## src/rtl/hazard_pkg.sv

```systemverilog
// Shared encodings for the hazard/forwarding block: forward selects and write-back sources.
// No logic and no latency; backpressure does not apply.
// Holds the forward-priority helper used once per source operand.
package hazard_pkg;

    localparam logic [1:0] FWD_NONE = 2'b00;
    localparam logic [1:0] FWD_WB   = 2'b01;
    localparam logic [1:0] FWD_MEM  = 2'b10;

    localparam logic [1:0] WB_DMEM  = 2'b00;
    localparam logic [1:0] WB_ALU   = 2'b01;
    localparam logic [1:0] WB_PC    = 2'b10;

    // m = {match_ex, match_mem}; the younger producer in MEM beats the one in WB
    function automatic logic [1:0] fwd_sel(input logic [1:0] m, input logic wb_en);
        if (m[1]) begin
            return FWD_MEM;
        end
        if (m[0] && wb_en) begin
            return FWD_WB;
        end
        return FWD_NONE;
    endfunction

endpackage

```

## src/rtl/hazard_ctrl_fwd_match.sv

```systemverilog
// Compares one ID source index against the EX and MEM shadow producers.
// Purely combinational; no backpressure.
// x0 and unused sources never match.
module fwd_match #(
    parameter int REGW = 5
) (
    input  logic [REGW-1:0] src,
    input  logic            used,
    input  logic            ex_valid,
    input  logic            ex_wen,
    input  logic [REGW-1:0] ex_rd,
    input  logic            mem_valid,
    input  logic            mem_wen,
    input  logic [REGW-1:0] mem_rd,
    output logic [1:0]      match
);

    logic live;

    assign live  = used & (src != '0);
    assign match = {live & ex_valid  & ex_wen  & (ex_rd  == src),
                    live & mem_valid & mem_wen & (mem_rd == src)};

endmodule

```

## src/rtl/hazard_ctrl.sv

```systemverilog
// Pipeline hazard unit: ID stall/bubble generation and registered EX operand-forward selects.
// stall/bubble are combinational from ID and shadow state; forwardA/B land one edge after ID.
// Backpressure is the stall output itself; redirect overrides it. Option: HAZARD_WB_FWD_EN.
module hazard_ctrl
    import hazard_pkg::*;
#(
    parameter int REGW  = 5,
    parameter int CNT_W = 32
) (
    input  logic             clk,
    input  logic             rst,
    input  logic             id_valid,
    input  logic [REGW-1:0]  id_rs1,
    input  logic [REGW-1:0]  id_rs2,
    input  logic             id_use1,
    input  logic             id_use2,
    input  logic             id_wen,
    input  logic [REGW-1:0]  id_rd,
    input  logic [1:0]       id_wbsel,
    input  logic             redirect,
    output logic             stall,
    output logic             bubble,
    output logic [1:0]       forwardA,
    output logic [1:0]       forwardB,
    output logic [CNT_W-1:0] stall_cnt
);

`ifdef HAZARD_WB_FWD_EN
    localparam logic WB_EN = 1'b1;
`else
    localparam logic WB_EN = 1'b0;
`endif

    logic            ex_valid, ex_wen, mem_valid, mem_wen;
    logic [REGW-1:0] ex_rd, mem_rd;
    logic [1:0]      ex_wbsel;
    logic [1:0]      m1, m2;
    logic            ex_hit, hazard;

    fwd_match #(.REGW(REGW)) u_match1 (
        .src(id_rs1), .used(id_use1),
        .ex_valid(ex_valid), .ex_wen(ex_wen), .ex_rd(ex_rd),
        .mem_valid(mem_valid), .mem_wen(mem_wen), .mem_rd(mem_rd),
        .match(m1)
    );

    fwd_match #(.REGW(REGW)) u_match2 (
        .src(id_rs2), .used(id_use2),
        .ex_valid(ex_valid), .ex_wen(ex_wen), .ex_rd(ex_rd),
        .mem_valid(mem_valid), .mem_wen(mem_wen), .mem_rd(mem_rd),
        .match(m2)
    );

    // Only ALU results are ready at the end of EX; loads and PC+4 links must wait a cycle
    always_comb begin
        ex_hit = (m1[1] | m2[1]) & (ex_wbsel != WB_ALU);
        hazard = ex_hit;
        if (!WB_EN) begin
            hazard = ex_hit | m1[0] | m2[0];
        end
    end

    assign stall  = id_valid & hazard & ~redirect;
    assign bubble = stall | redirect;

    always_ff @(posedge clk) begin
        if (rst) begin
            ex_valid  <= 1'b0;
            mem_valid <= 1'b0;
            forwardA  <= FWD_NONE;
            forwardB  <= FWD_NONE;
            stall_cnt <= '0;
        end else begin
            mem_valid <= ex_valid;
            mem_wen   <= ex_wen;
            mem_rd    <= ex_rd;
            ex_valid  <= id_valid & ~bubble;
            ex_wen    <= id_wen;
            ex_rd     <= id_rd;
            ex_wbsel  <= id_wbsel;
            forwardA  <= bubble ? FWD_NONE : fwd_sel(m1, WB_EN);
            forwardB  <= bubble ? FWD_NONE : fwd_sel(m2, WB_EN);
            if (stall && (stall_cnt != '1)) begin
                stall_cnt <= stall_cnt + {{(CNT_W-1){1'b0}}, 1'b1};
            end
        end
    end

endmodule

```

## config.mk

```make
export PLATFORM = sky130hd
export DESIGN_NAME = hazard_ctrl
export DESIGN_NICKNAME = d
export VERILOG_FILES = /design/src/rtl/hazard_pkg.sv /design/src/rtl/hazard_ctrl_fwd_match.sv /design/src/rtl/hazard_ctrl.sv
export SDC_FILE = /design/constraint.sdc
export NUM_CORES = 1
export LEC_CHECK = 0
export CAP_MARGIN = 20
export CORE_MARGIN = 1
export CORE_UTILIZATION = 45
export DETAILED_ROUTE_END_ITERATION = 10
export PLACE_DENSITY = 0.85
export SYNTH_ARGS = -nofsm -noshare
export SYNTH_HDL_FRONTEND = slang
export SYNTH_SLANG_ARGS = --single-unit
```

## constraint.sdc

```tcl
create_clock -name clk -period 3.4 [get_ports clk]
set_clock_uncertainty 0.15 [all_clocks]
set_input_delay 0.51 -clock clk [delete_from_list [all_inputs] [get_ports clk]]
set_output_delay 0.51 -clock clk [all_outputs]
set_load 0.01 [all_outputs]
```

==> run summary, run 1 <==
For this design, the CTS-stage hold fixing added 0 buffers. Routability-driven placement finished with a final weighted congestion of 0.846. For this run the aggregate overflow at the end of global routing stands at 0. The floorplan step defined a die boundary enclosing 0.00596 mm2. The clock drives 50 sinks. The synthesized design contains 50 register bits. The HPWL after detailed placement is 4.45 mm, and the total number of placement rows is 27.

The number of antenna violations at the first check in global routing is 0. The data required time at the worst endpoint was 2740 ps; the total length of routed wires was 6.11 mm. At the placement stage, the worst setup path has a slack of -99.5 ps. The die boundary height works out to 77.2 um. The largest total area in the synthesized netlist belongs to sky130_fd_sc_hd__dfxtp_1.

For the global-route wire length before repair, the log shows 10.5 mm. The core region is 0.00547 mm2. In this run the clock root is driven by a sky130_fd_sc_hd__clkbuf_8. Counting distinct cell types in the post-synthesis netlist gives 45. The arrival time at the worst endpoint was 2560 ps. For the number of violations of the max-capacitance limit, the log shows 0. Cells with a size suffix above 1 make up 11.7% of the layout. The post-CTS clock slew at the launch and capture registers of the worst setup and hold paths is 90 ps, and the total placed cells including tap cells is 405. The number of setup violations in the final report is 0, and the average cell area after synthesis is 9.43 um2. The filler cells instantiated in the layout total 441.

The first detailed-routing pass ran for 4 iterations. Counting the buffers created by CTS gives 5. The layout overhead on the synthesized area was 34.1%; the cell area after technology mapping was 0.00255 mm2.

In this run, synthesis inferred 14 flip-flops with an integrated enable. Synthesis produced 270 cells. The tools report the setup TNS as 0 ps.

STA classifies the critical path endpoint as an output pin. For the total via count after detailed routing, the log shows 2404. In this run the worst path has a maximum fanout of 3. The worst path meets setup with 177 ps of slack. In the routed design, unresolved DRC markers number 0. During synthesis, Yosys emitted a total of 0 warnings.

The sequential cell area was 0.00114 mm2. The worst ir drop on vdd is 0.143 mV, and the clock network latency to the later pin of the worst-skew pair is 310 ps. The count of nets left with antenna violations once routing finished came out at 0. After detailed routing, the number of vias per cell comes to 5.82. Excluding fillers, the count of instances in the completed layout stands at 413.

The run finished with clean final reports. In this run the tool buffered the top-level ports with 59 buffer cells. CTS built an H-tree with a depth of 2. The aggregate global-route resource usage is 21.8%.

Final number of max-transition violations: 0. The share of the clock period used by the worst path was 94.8%. At the pin with the least slew margin, the transition time is 612 ps.

For the largest buffer count on any clock path, the log shows 2. The area occupied by multi-input gates is 0.00133 mm2, and the pin count of the biggest net entering global routing is 39. TritonCTS built the clock tree.

Dividing total power by cell area gives a power density of 334 mW/mm2. The share of the synthesized area in the top cell type is 28.3%. Summed over all cells, the static leakage comes to 1.09 nW. For this run, the post-layout net count is 365. After the first detailed-routing iteration, the DRC count stood at 173. The tools report the effective utilization at floorplan as 46.5%. The run gives 0 as the count of antenna diodes in the layout. Summing all non-filler instances in the final layout gives an area of 0.00341 mm2. The overall die width is 77.2 um, and the average detailed-routed wire length per instance is 14.8 um.

Derived from the worst setup path, the maximum achievable clock frequency is 0.310 GHz. The share of the Yosys chip area taken by registers is 44.8%. The via count of the first global-routing pass is 2203. STA classifies the critical path startpoint as a primary input. Hold violation count in the final report: 0. In this run the worst hold path is classified as reg -> reg. The normalized max-slew margin was 59.1%; the cell area after placement was 0.00329 mm2.

The worst setup path is of the in -> out kind. Setup repair after global routing left no endpoint under its margin. Prevailing post-synth register cell: sky130_fd_sc_hd__dfxtp_1.

Subtracting the final worst setup slack from the clock period gives 3220 ps. The proportion of synthesized flip-flops having asynchronous set or reset was 0%. Sorting the synthesized cells by area gives the leading types as sky130_fd_sc_hd__dfxtp_1 (28%), sky130_fd_sc_hd__edfxtp_1 (17%), sky130_fd_sc_hd__or4_1 (5.9%). On the final layout, the worst hold slack is 335 ps. The number of I/O pins is 62.
[placed cells by master, fill, tap and decap left out, types with 4 or more instances in the layout]
cell type / n
sky130_fd_sc_hd__clkdlybuf4s50_1: 56
sky130_fd_sc_hd__dfxtp_1: 36
sky130_fd_sc_hd__a21oi_1: 25
sky130_fd_sc_hd__nand4_1: 20
sky130_fd_sc_hd__buf_4: 19
sky130_fd_sc_hd__or4_1: 18
sky130_fd_sc_hd__xnor2_1: 16
sky130_fd_sc_hd__edfxtp_1: 14
sky130_fd_sc_hd__nand2_1: 13
sky130_fd_sc_hd__o31ai_1: 13
sky130_fd_sc_hd__o21ai_0: 12
sky130_fd_sc_hd__or3_1: 12
sky130_fd_sc_hd__nand3_1: 9
sky130_fd_sc_hd__nor2_1: 8
sky130_fd_sc_hd__nor2b_1: 6
sky130_fd_sc_hd__inv_1: 5
sky130_fd_sc_hd__nor3_1: 5
sky130_fd_sc_hd__clkbuf_8: 5
sky130_fd_sc_hd__xor2_1: 4
[timing repair]
action / in CTS / in global routing
buffers inserted: 0 / 0
resized for setup: 6 / 0
setup endpoints to repair: 2 / 0
[path summary, 6_finish.rpt]
path	start	end	slack, ps	cells after the start
worst min-delay path	ex_valid	mem_valid	340	1
worst min register to register	ex_valid	mem_valid	340	1
worst max-delay path	id_rs1[0]	stall	180	8
worst max register to register	ex_rd[1]	stall_cnt[22]	410	9
[per-stage QoR]
stage          util, %  total power [mW]
2_1_floorplan        -             0.690
5_1_grt           62.4              1.18
3_5_place_dp      60.2             0.741
4_1_cts           62.4              1.15
3_3_place_gp      60.2             0.737
6_report          62.4              1.14
[cell families (layout without fill, tap and decap cells)]
kind of cell | count (synthesis) | count (layout) | share of synthesized area [%]
mux | 4 | 4 | 1.77
xor+xnor | 20 | 20 | 6.88
fa+ha+maj | 1 | 1 | 0.491
simple gates | 110 | 110 | 26.3
compound gates | 63 | 63 | 15.4
flops | 50 | 50 | 44.8
buf+inv | 21 | 91 | 4.18
other cells | 1 | 2 | 0.147
[where the power goes]
part           internal [mW]  total [mW]  switching [mW]
Combinational         0.0512      0.0885          0.0372
Sequential             0.627       0.639          0.0118
Clock                  0.217       0.413           0.196
Total                  0.895        1.14           0.245
[state kept, by name, indices dropped and copies added, names as in the netlist, 2 cells and up]
register and count:
ex_rd 5, mem_rd 5, stall_cnt 32, ex_wbsel 2
[worst max-delay path: stages]
cell and delay [ps]:
sky130_fd_sc_hd__clkdlybuf4s50_1 460, sky130_fd_sc_hd__or4_1 540, sky130_fd_sc_hd__o21ai_1 190, sky130_fd_sc_hd__or4_4 190
sky130_fd_sc_hd__a21oi_4 60, sky130_fd_sc_hd__o211ai_4 270, sky130_fd_sc_hd__inv_1 60, sky130_fd_sc_hd__dlygate4sd2_1 280
[synthesized netlist by cell type (2+ instances only)]
cell                       instances
sky130_fd_sc_hd__nor4_1            3
sky130_fd_sc_hd__or3_1            12
sky130_fd_sc_hd__o31ai_1          13
sky130_fd_sc_hd__xor2_1            4
sky130_fd_sc_hd__o21a_1            2
sky130_fd_sc_hd__o21ai_1           3
sky130_fd_sc_hd__buf_2             4
sky130_fd_sc_hd__buf_4             2
sky130_fd_sc_hd__inv_1             5
sky130_fd_sc_hd__nand3_1           9
sky130_fd_sc_hd__o31a_1            2
sky130_fd_sc_hd__clkbuf_1          6
sky130_fd_sc_hd__nand2_1          13
sky130_fd_sc_hd__nand2_2           2
sky130_fd_sc_hd__or2_2             2
sky130_fd_sc_hd__buf_6             2
sky130_fd_sc_hd__edfxtp_1         14
sky130_fd_sc_hd__and3_1            3
sky130_fd_sc_hd__xnor2_1          16
sky130_fd_sc_hd__nand4_1          20
sky130_fd_sc_hd__a21oi_1          25
sky130_fd_sc_hd__dfxtp_1          36
sky130_fd_sc_hd__mux2_1            3
sky130_fd_sc_hd__nor2b_1           6
sky130_fd_sc_hd__nor3_1            5
sky130_fd_sc_hd__buf_1             2
sky130_fd_sc_hd__or4_1            20
sky130_fd_sc_hd__o21ai_0          12
sky130_fd_sc_hd__nor2_1            8
[cell type report]
| class | instances | share of cell area (%) |
|---|---|---|
| multi-input cells | 200 | 38.8 |
| flip-flops and latches | 50 | 33.4 |
| repair buffers | 78 | 21.4 |
| well taps | 72 | 2.64 |
| clock buffers | 5 | 2.02 |
| clock inverters | 3 | 1.17 |
| inverters | 5 | 0.550 |
[layer usage]
metal / wire (um) / track usage [%] / part of all wire, %
met2: 2950 / 34.7 / 48
met5: 0 / 0 / 0
met4: 151 / 8.11 / 2.5
met3: 395 / 4.40 / 6.5
met1: 2610 / 29.1 / 43
No activity file was read; power rests on OpenSTA's default activity.
==> inputs of run 2 (changes only) <==
- SLEW_MARGIN: default -> 5
==> results of run 2 <==
Final layout, timing and power as in run 1 (identical DEF).
==> inputs of run 3 (changes only) <==
- HOLD_SLACK_MARGIN: default -> 0.03
==> results of run 3 <==
Final layout, timing and power as in run 1 (identical DEF).
